<file path="src/rtl/dplca_txop_table.sv">
// DPLCA TXOP claim table: records active TXOPs, ages the table every aging_cycles BEACON-delimited cycles.
// Optional build macro DPLCA_AGE_STATS_EN adds o_age_windows and o_claim_count.
module dplca_txop_table #(
  parameter int ID_W    = 8,
  parameter int TABLE_W = 256,
  parameter int AGE_W   = 16
) (
  input  logic               i_clk,
  input  logic               i_plca_reset_n,
  input  logic               i_dplca_aging,
  input  logic [1:0]         i_rx_cmd,
  input  logic               i_txop_done,
  input  logic [ID_W-1:0]    i_txop_id,
  input  logic               i_txop_active,
  input  logic [ID_W-1:0]    i_plca_node_count,
  input  logic [AGE_W-1:0]   i_aging_cycles,
  output logic [TABLE_W-1:0] o_txop_claim_table,
  output logic               o_dplca_txop_table_upd,
  output logic [ID_W-1:0]    o_dplca_txop_id,
  output logic [ID_W-1:0]    o_dplca_txop_node_count,
  output logic               o_dplca_new_age,
  output logic [ID_W-1:0]    o_max_claim
`ifdef DPLCA_AGE_STATS_EN
  ,
  output logic [15:0]        o_age_windows,
  output logic [ID_W:0]      o_claim_count
`endif
);

  // state   | meaning
  // S_IDLE  | aging off; counter held at 0, claims still recorded
  // S_COUNT | counting beacon edges toward the aging boundary
  // S_AGE   | one-cycle boundary; snapshot already taken on entry
  typedef enum logic [1:0] {
    S_IDLE  = 2'd0,
    S_COUNT = 2'd1,
    S_AGE   = 2'd2
  } state_t;

  localparam logic [1:0] CMD_BEACON = 2'b00;

  state_t               r_state;
  state_t               w_state_nxt;
  logic                 r_beacon_d;
  logic [AGE_W-1:0]     r_cycle_cnt;
  logic [TABLE_W-1:0]   r_work;

  logic                 w_beacon_edge;
  logic                 w_thresh;
  logic                 w_enter_age;
  logic                 w_accept;
  logic [AGE_W:0]       w_cnt_p1;
  logic [AGE_W-1:0]     w_cnt_sat;
  logic [TABLE_W-1:0]   w_claim_bit;
  logic [TABLE_W-1:0]   w_work_nxt;
  logic [TABLE_W-1:0]   w_table_nxt;
  logic [ID_W-1:0]      w_max;

  assign w_beacon_edge = (i_rx_cmd == CMD_BEACON) && !r_beacon_d;
  assign w_cnt_p1      = {1'b0, r_cycle_cnt} + {{AGE_W{1'b0}}, 1'b1};
  assign w_cnt_sat     = (&r_cycle_cnt) ? r_cycle_cnt : w_cnt_p1[AGE_W-1:0];
  assign w_thresh      = (|i_aging_cycles) && (w_cnt_p1 >= {1'b0, i_aging_cycles});
  assign w_accept      = i_txop_done && (i_txop_id < i_plca_node_count);
  assign w_claim_bit   = (w_accept && i_txop_active) ?
                         ({{(TABLE_W-1){1'b0}}, 1'b1} << i_txop_id) : '0;

  // A claim landing on the boundary edge goes into both the snapshot and the fresh working table.
  assign w_work_nxt    = (w_enter_age ? '0 : r_work) | w_claim_bit;
  assign w_table_nxt   = (w_enter_age ? r_work : o_txop_claim_table) | w_claim_bit;

  always_ff @(posedge i_clk) begin
    if (!i_plca_reset_n) r_state <= S_IDLE;
    else                 r_state <= w_state_nxt;
  end

  always_comb begin
    w_state_nxt = r_state;
    case (r_state)
      S_IDLE:  if (i_dplca_aging) w_state_nxt = S_COUNT;
      S_COUNT: if (w_beacon_edge && w_thresh) w_state_nxt = S_AGE;
      S_AGE:   w_state_nxt = S_COUNT;
      default: w_state_nxt = S_IDLE;
    endcase
    if (!i_dplca_aging) w_state_nxt = S_IDLE;
  end

  always_comb begin
    o_dplca_new_age = (r_state == S_AGE);
    w_enter_age     = (r_state == S_COUNT) && (w_state_nxt == S_AGE);
  end

  // Reset value 1 hides a BEACON already held when reset releases.
  always_ff @(posedge i_clk) begin
    if (!i_plca_reset_n) r_beacon_d <= 1'b1;
    else                 r_beacon_d <= (i_rx_cmd == CMD_BEACON);
  end

  always_ff @(posedge i_clk) begin
    if (!i_plca_reset_n) begin
      r_cycle_cnt <= '0;
    end else begin
      case (r_state)
        S_COUNT: begin
          if (w_enter_age)        r_cycle_cnt <= '0;
          else if (w_beacon_edge) r_cycle_cnt <= w_cnt_sat;
        end
        default: r_cycle_cnt <= '0;
      endcase
    end
  end

  always_ff @(posedge i_clk) begin
    if (!i_plca_reset_n) begin
      r_work                  <= '0;
      o_txop_claim_table      <= '0;
      o_dplca_txop_table_upd  <= 1'b0;
      o_dplca_txop_id         <= '0;
      o_dplca_txop_node_count <= '0;
    end else begin
      r_work                  <= w_work_nxt;
      o_txop_claim_table      <= w_table_nxt;
      o_dplca_txop_table_upd  <= w_accept;
      if (w_accept) begin
        o_dplca_txop_id         <= i_txop_id;
        o_dplca_txop_node_count <= i_plca_node_count;
      end
    end
  end

  // Encoding the next table keeps o_max_claim aligned with the upd/new_age pulses.
  always_comb begin
    w_max = '0;
    for (int i = 0; i < TABLE_W; i++) begin
      if (w_table_nxt[i]) w_max = ID_W'(i);
    end
  end

  always_ff @(posedge i_clk) begin
    if (!i_plca_reset_n) o_max_claim <= '0;
    else                 o_max_claim <= w_max;
  end

`ifdef DPLCA_AGE_STATS_EN
  always_ff @(posedge i_clk) begin
    if (!i_plca_reset_n) begin
      o_age_windows <= '0;
      o_claim_count <= '0;
    end else begin
      if (w_enter_age && !(&o_age_windows)) o_age_windows <= o_age_windows + 16'd1;
      o_claim_count <= (ID_W+1)'($countones(w_table_nxt));
    end
  end
`endif

endmodule

</file>
<file path="config.mk">
export PLATFORM = sky130hd
export DESIGN_NAME = dplca_txop_table
export DESIGN_NICKNAME = d
export VERILOG_FILES = /design/src/rtl/dplca_txop_table.sv
export SDC_FILE = /design/constraint.sdc
export NUM_CORES = 2
export LEC_CHECK = 0
export ABC_CLOCK_PERIOD_IN_PS = 4800
export BUFFER_PORTS_ARGS = -buffer_cell sky130_fd_sc_hd__buf_2
export CORE_MARGIN = 3
export CORE_UTILIZATION = 34
export DETAILED_ROUTE_END_ITERATION = 8
export PLACE_DENSITY_LB_ADDON = 0.08
export RECOVER_POWER = 100
export SLEW_MARGIN = 20
export SYNTH_ARGS = -nofsm -noshare
export SYNTH_HDL_FRONTEND = slang
export SYNTH_SLANG_ARGS = --single-unit
</file>
<file path="constraint.sdc">
create_clock -name i_clk -period 4.8 [get_ports i_clk]
set_input_delay 0.48 -clock i_clk [delete_from_list [all_inputs] [get_ports i_clk]]
set_output_delay 0.48 -clock i_clk [all_outputs]
set_load 0.02 [all_outputs]
</file>
# Yosys cells after proc, flatten, opt, wreduce, memory -nomap -nowiden
# Index checks and enable logic that the tools add are counted.
# word_totals
output_inout_bits	282
regBits	556
word_cells	296
inputBits	39
# classes
magnitude_cmp	2
muxes	261
n_eq_ne	3
n_reduce_logical	14
shifts	1
bitwise	5
add_sub_neg	1
# ops
op	count
2-to-1 mux 8 bit	254
2-to-1 mux 256 bit	3
OR 256 bit	2
<< shifter 1 x 8 -> 256 bit (first input constant)	1
adder 16 x 1 -> 17 bit (second input constant)	1
>= comparator 17 x 16 -> 1 bit	1
AND reduction 16 bit	1
OR reduction 16 bit	1
< comparator 8 bit	1
logical AND 1 bit	6
equality test 2 bit (second input constant)	2
zero test 2 bit	2
2-to-1 mux 2 bit	2
case mux 2 bit (2 select lines)	1
NOT 1 bit	3
OR reduction 3 bit	1
equality test 2 x 1 -> 1 bit (second input constant)	1
AND reduction 2 bit	1
OR reduction 2 bit	1
zero test 1 bit	1
2-to-1 mux 1 bit	1

# Longest topological paths before layout
# depth
ltp_word	266
ltp_mapped	24
mapped_depth_nobuf	20

# Worst setup path after synthesis
# Ideal clock, no wire load.
# synth_path
path_kind	reg2reg
from	register r_cycle_cnt[2]
to	register o_max_claim[0]
setup_slack_ps	30
arrival_time_ps	4642
path_stages_with_launch	21
path_buffers	3
setup_ps	128
synth_period_minus_slack_ps	4770
path_cell_list	dfxtp_1 > nand3_1 > or2_2 > nor2_1 > nand3_1 > xnor2_1 > ha_1 > nand3_1 > or3_4 > o2111ai_4 > nand2_4 > buf_2 > buf_6 > buf_2 > mux2i_1 > o211ai_1 > a2111o_1 > a2111oi_0 > o2111ai_1 > a2111oi_1 > nor2_1
# synth_via
elab_chain_cells	266
# synth_rtl
item	line_no	text
start: declaration	45	logic [AGE_W-1:0] r_cycle_cnt;
start signal: assignment	105	else if (w_beacon_edge) r_cycle_cnt <= w_cnt_sat;
adder 16 x 1 -> 17 bit *	60	assign w_cnt_p1 = {1'b0, r_cycle_cnt} + {{AGE_W{1'b0}}, 1'b1};
net w_cnt_p1[15]	52	logic [AGE_W:0] w_cnt_p1;
>= comparator 17 x 16 -> 1 bit *	62	assign w_thresh = (|i_aging_cycles) && (w_cnt_p1 >= {1'b0, i_aging_cycles});
logical AND 1 bit *	62	
logical AND 1 bit *	80	S_COUNT: if (w_beacon_edge && w_thresh) w_state_nxt = S_AGE;
2-to-1 mux 2 bit *	80	
case mux 2 bit (2 select lines) *	78	case (r_state)
2-to-1 mux 2 bit *	84	if (!i_dplca_aging) w_state_nxt = S_IDLE;
equality test 2 bit *	89	w_enter_age = (r_state == S_COUNT) && (w_state_nxt == S_AGE);
logical AND 1 bit *	89	
2-to-1 mux 256 bit *	69	assign w_table_nxt = (w_enter_age ? r_work : o_txop_claim_table) | w_claim_bit;
OR 256 bit *	69	
2-to-1 mux 1 bit	134	if (w_table_nxt[i]) w_max = ID_W'(i);
2-to-1 mux 8 bit (253 in a row)	134	
2-to-1 mux 8 bit *	134	
end signal: assignment	140	else o_max_claim <= w_max;
end: declaration	22	output logic [ID_W-1:0] o_max_claim
# The timed path passes the listed nets; every way through them passes the cells marked *.
# A chain may end at the register's enable or synchronous reset.

# Final worst setup path
# layout_path
from	register r_cycle_cnt[0]
to	register o_max_claim[1]
# layout_via
elab_chain_cells	265
# layout_rtl
item	line_no
adder 16 x 1 -> 17 bit *	60
net w_cnt_p1[7]	52
>= comparator 17 x 16 -> 1 bit *	62
logical AND 1 bit *	62
logical AND 1 bit *	80
2-to-1 mux 2 bit *	80
case mux 2 bit (2 select lines) *	78
2-to-1 mux 2 bit *	84
equality test 2 bit *	89
logical AND 1 bit *	89
2-to-1 mux 256 bit *	69
OR 256 bit *	69
2-to-1 mux 8 bit (253 in a row)	134
2-to-1 mux 8 bit *	134
# Marked as above.

==> flow_summary.toml <==
[power]
leakage_power_nw = 17.0
max-vdd-ir-drop_v = 0.000199
power.density_nw_per_um2 = 273

[run_status]
status = "complete, but fails checks"
violations = "capacitance limit, slew limit, setup timing"

[grt]
grt.met1_usage = 0.472
global_route.overflow_total = 0
top_usage_layer = "met2"
grt_max_degree = 74
grt_antenna_before_repair = 7
first_pass_grt_wire_length_mm = 211
number_of_global_route_vias_before_repair = 30457
grt_util_all_layers = 0.344
met2_usage = 0.533
use_met3 = 0.0588

[routing]
detail_route.first_pass.iterations = 5
finalWirelength_mm = 149
drt_first_iter_violations = 3190
avgViaCountPerCell = 5.84
drc = 0
detail_route.wl_per_cell_um = 27.4
antenna_left = 0
num_vias = 31671

[synthesis]
synth.top_cells.by_area = "dfxtp_1 41%, nor2_1 6.9%, nand2_1 4.8%"
synth_warnings = 0
mapped_cells = 3305
asyncSetResetFlopFracSynth = 0
ys_seq_area_frac = 0.415
netlist_area_um2 = 26800
synth.largest_area_cell = "dfxtp_1"
postSynthNetCount = 3368
synth_ff_type = "dfxtp_1"
syn-mean-instance-area_um2 = 8.12
synth.lib_cells_used.distinct = 98
synth-edff-count = 0
synth-seq-cells = 556
synth_top_cell_area_share = 0.415

[sta]
rsz0062_at_grt = "true"
final_critical_path_required_period_ns = 5.18
finalCritPeriodShare = 1.08
slew_violations = 40
slew-limit-headroom = -0.455
finalSetupViolCount = 8
max_freq_ghz = 0.193
number_of_hold_violations_in_the_final_report = 0
worst_pin_slew_ns = 2.18
fin_worst_skew_ns = 0.0274
worst_slack_ns = -0.382

[worst_setup_path]
path_class = "flop to flop"
timing.reg2reg.setup_slack_ns = -0.38
path_max_fanout = 10
cp-start-kind = "flop"
slowest_cell_on_the_critical_path = "a2111oi_4"
critPathBufInv = 7
slowest_delay_ns = 0.40
critical_path_required_ns = 5.37
worst-endpoint-arrival_ns = 5.75
critical_path.top_delay_family = "compound AO/OA/AOI/OAI gates"
setup.worst_path.end_class = "flop"

[clocking]
cts_htree_levels = 3
worstSkewPairLatency_ns = 0.62
clockBufferDepth = 3
clkTransAtPathRegs_ns = 0.06
clock_tree.root_cell = "clkbuf_16"
cts_buffers = 70
cts_sinks = 556
cts_tree = "built"

[floorplanning]
ios = 321
num_rows = 102
chipWidth_um = 287
start_util = 0.345
floorplan.core_area_um2 = 77800
floorplan.die_area_um2 = 82400
floorplan.die.height_um = 287

[place]
detailed_place_hpwl_mm = 109
place_congestion = 1.04
placedCellCount = 5194
place.port_buffers = 320

[layout]
finished_core_util = 0.512
multi_input_combinational_cell_area_um2 = 16400
area_delta_synth_final_pct = 48.5
area_taken_by_flip_flops_and_latches_um2 = 11100
count_of_fill_cells_added_during_filler_insertion = 7640
finish.net_count = 4387
layout-drive-gt1-share = 0.300
post_layout_nonfiller_instances = 5427

[job]
maxcap_violations = 1

[worst_hold_path]
min_path_type = "input pin to flop"
-- worst register-to-register path, delay by kind of cell, from the launching register on --
| kind | cells | cell delay, ns |
|---|---|---|
| buffers and inverters | 7 | 1.02 |
| AO/OA/AOI/OAI | 11 | 2.69 |
| AND/OR/NAND/NOR | 5 | 0.63 |
| adder cells (fa/ha/maj) | 1 | 0.23 |
| XOR/XNOR | 1 | 0.19 |
| flip-flops | 1 | 0.38 |
-- logic make-up (layout without fill, tap and decap cells) --
family	Yosys count	count (layout)	share of synthesized area
AO/OA/AOI/OAI	925	925	0.242
XOR/XNOR	29	29	0.00946
adder cells (fa/ha/maj)	24	24	0.0112
buffers and inverters	273	1345	0.0453
flip-flops	556	556	0.415
multiplexers	57	57	0.0213
other	0	9	0
AND/OR/NAND/NOR	1441	1442	0.256
-- routing by layer --
| layer | up-vias | part of all wire |
|---|---|---|
| li1 | 14151 | - |
| met5 | - | 0.00028 |
| met3 | 309 | 0.083 |
| met2 | 1596 | 0.44 |
| met4 | 4 | 0.047 |
| met1 | 15611 | 0.43 |
-- state kept, by name, summed over array words and instances (netlist names) --
signal                   flops
r_beacon_d                   1
r_cycle_cnt                 16
r_state                      2
r_work                     256
o_dplca_txop_id              8
o_dplca_txop_table_upd       1
o_txop_claim_table         256
o_max_claim                  8
o_dplca_txop_node_count      8
-- cells in the mapped netlist (all sizes together) (8+ instances only) --
master	n
a2111o	8
a2111oi	20
a211o	14
a211oi	47
a21boi	11
a21oi	160
a221o	38
a221oi	77
a22o	33
a22oi	69
a2bb2oi	8
a31oi	26
and2	122
and3	127
buf	73
clkbuf	160
dfxtp	556
ha	24
inv	39
mux2i	55
nand2	347
nand2b	18
nand3	73
nand4	19
nor2	492
nor2b	32
nor3	108
nor4	47
o2111ai	8
o211ai	22
o21a	14
o21ai	205
o21bai	11
o22ai	82
o31ai	9
or2	14
or4	8
xnor2	14
xor2	15
-- report_power, final --
| group | total, mW | leakage, nW | internal [mW] | switching [mW] |
|---|---|---|---|---|
| Clock | 5.51 | 1.16 | 3.28 | 2.24 |
| Combinational | 0.717 | 11.4 | 0.232 | 0.485 |
| Sequential | 4.66 | 4.48 | 4.64 | 0.0220 |
| Total | 10.9 | 17.0 | 8.15 | 2.74 |
-- timing repair --
action                     CTS  global route
setup endpoints to repair    8             8
hold buffers                 0             0
cloned                       9             2
buffers inserted            46            46
pin swaps                   82           102
gates resized for setup    222           175
-- through the flow --
step	area (um2)	power [mW]	setup WS (ns)	TNS, ns	hold slack, ns
4_1_cts	38900	10.9	-0.285	-1.36	0.0482
3_5_place_dp	34900	5.41	-1.23	-6.62	0.439
5_1_grt	39900	11.2	-0.566	-3.17	0.0733
3_3_place_gp	34900	5.40	-1.22	-7.74	0.429
2_1_floorplan	26800	5.06	0.0305	0	0.417
6_report	39900	10.9	-0.382	-1.89	0.0751
-- final timing paths --
check / start / cells past startpoint / to
max: r_cycle_cnt[0]$_SDFFE_PP0P_ / 25 / o_max_claim[1]$_SDFF_PN0_
max reg2reg: r_cycle_cnt[0]$_SDFFE_PP0P_ / 25 / o_max_claim[1]$_SDFF_PN0_
min: i_rx_cmd[0] / 2 / r_beacon_d$_SDFF_PN1_
min reg2reg: r_work[124]$_SDFF_PN0_ / 2 / r_work[124]$_SDFF_PN0_
-- layout make-up --
type | instances | area share
diodes | 9 | 0.000565
clock buffers | 103 | 0.0521
clock inverters | 23 | 0.00681
inverters | 40 | 0.00395
multi-input cells | 2477 | 0.412
flip-flops and latches | 556 | 0.279
well taps | 1040 | 0.0326
repair buffers | 1179 | 0.213
-- placed cells by master, fill, tap and decap left out, types with 29 or more instances in the layout --
cell	instances
nand2_1	344
clkbuf_1	300
o21ai_0	185
buf_6	29
nand3_1	56
mux2i_1	52
nor3_1	84
a22o_1	33
dfxtp_1	553
a221o_1	36
clkbuf_16	74
and3_1	117
and2_1	119
buf_12	31
a22oi_1	69
inv_1	38
a21oi_1	149
buf_2	37
nor2_1	469
a221oi_2	34
o22ai_1	74
buf_4	779
No activity file was read; power rests on OpenSTA's default activity.
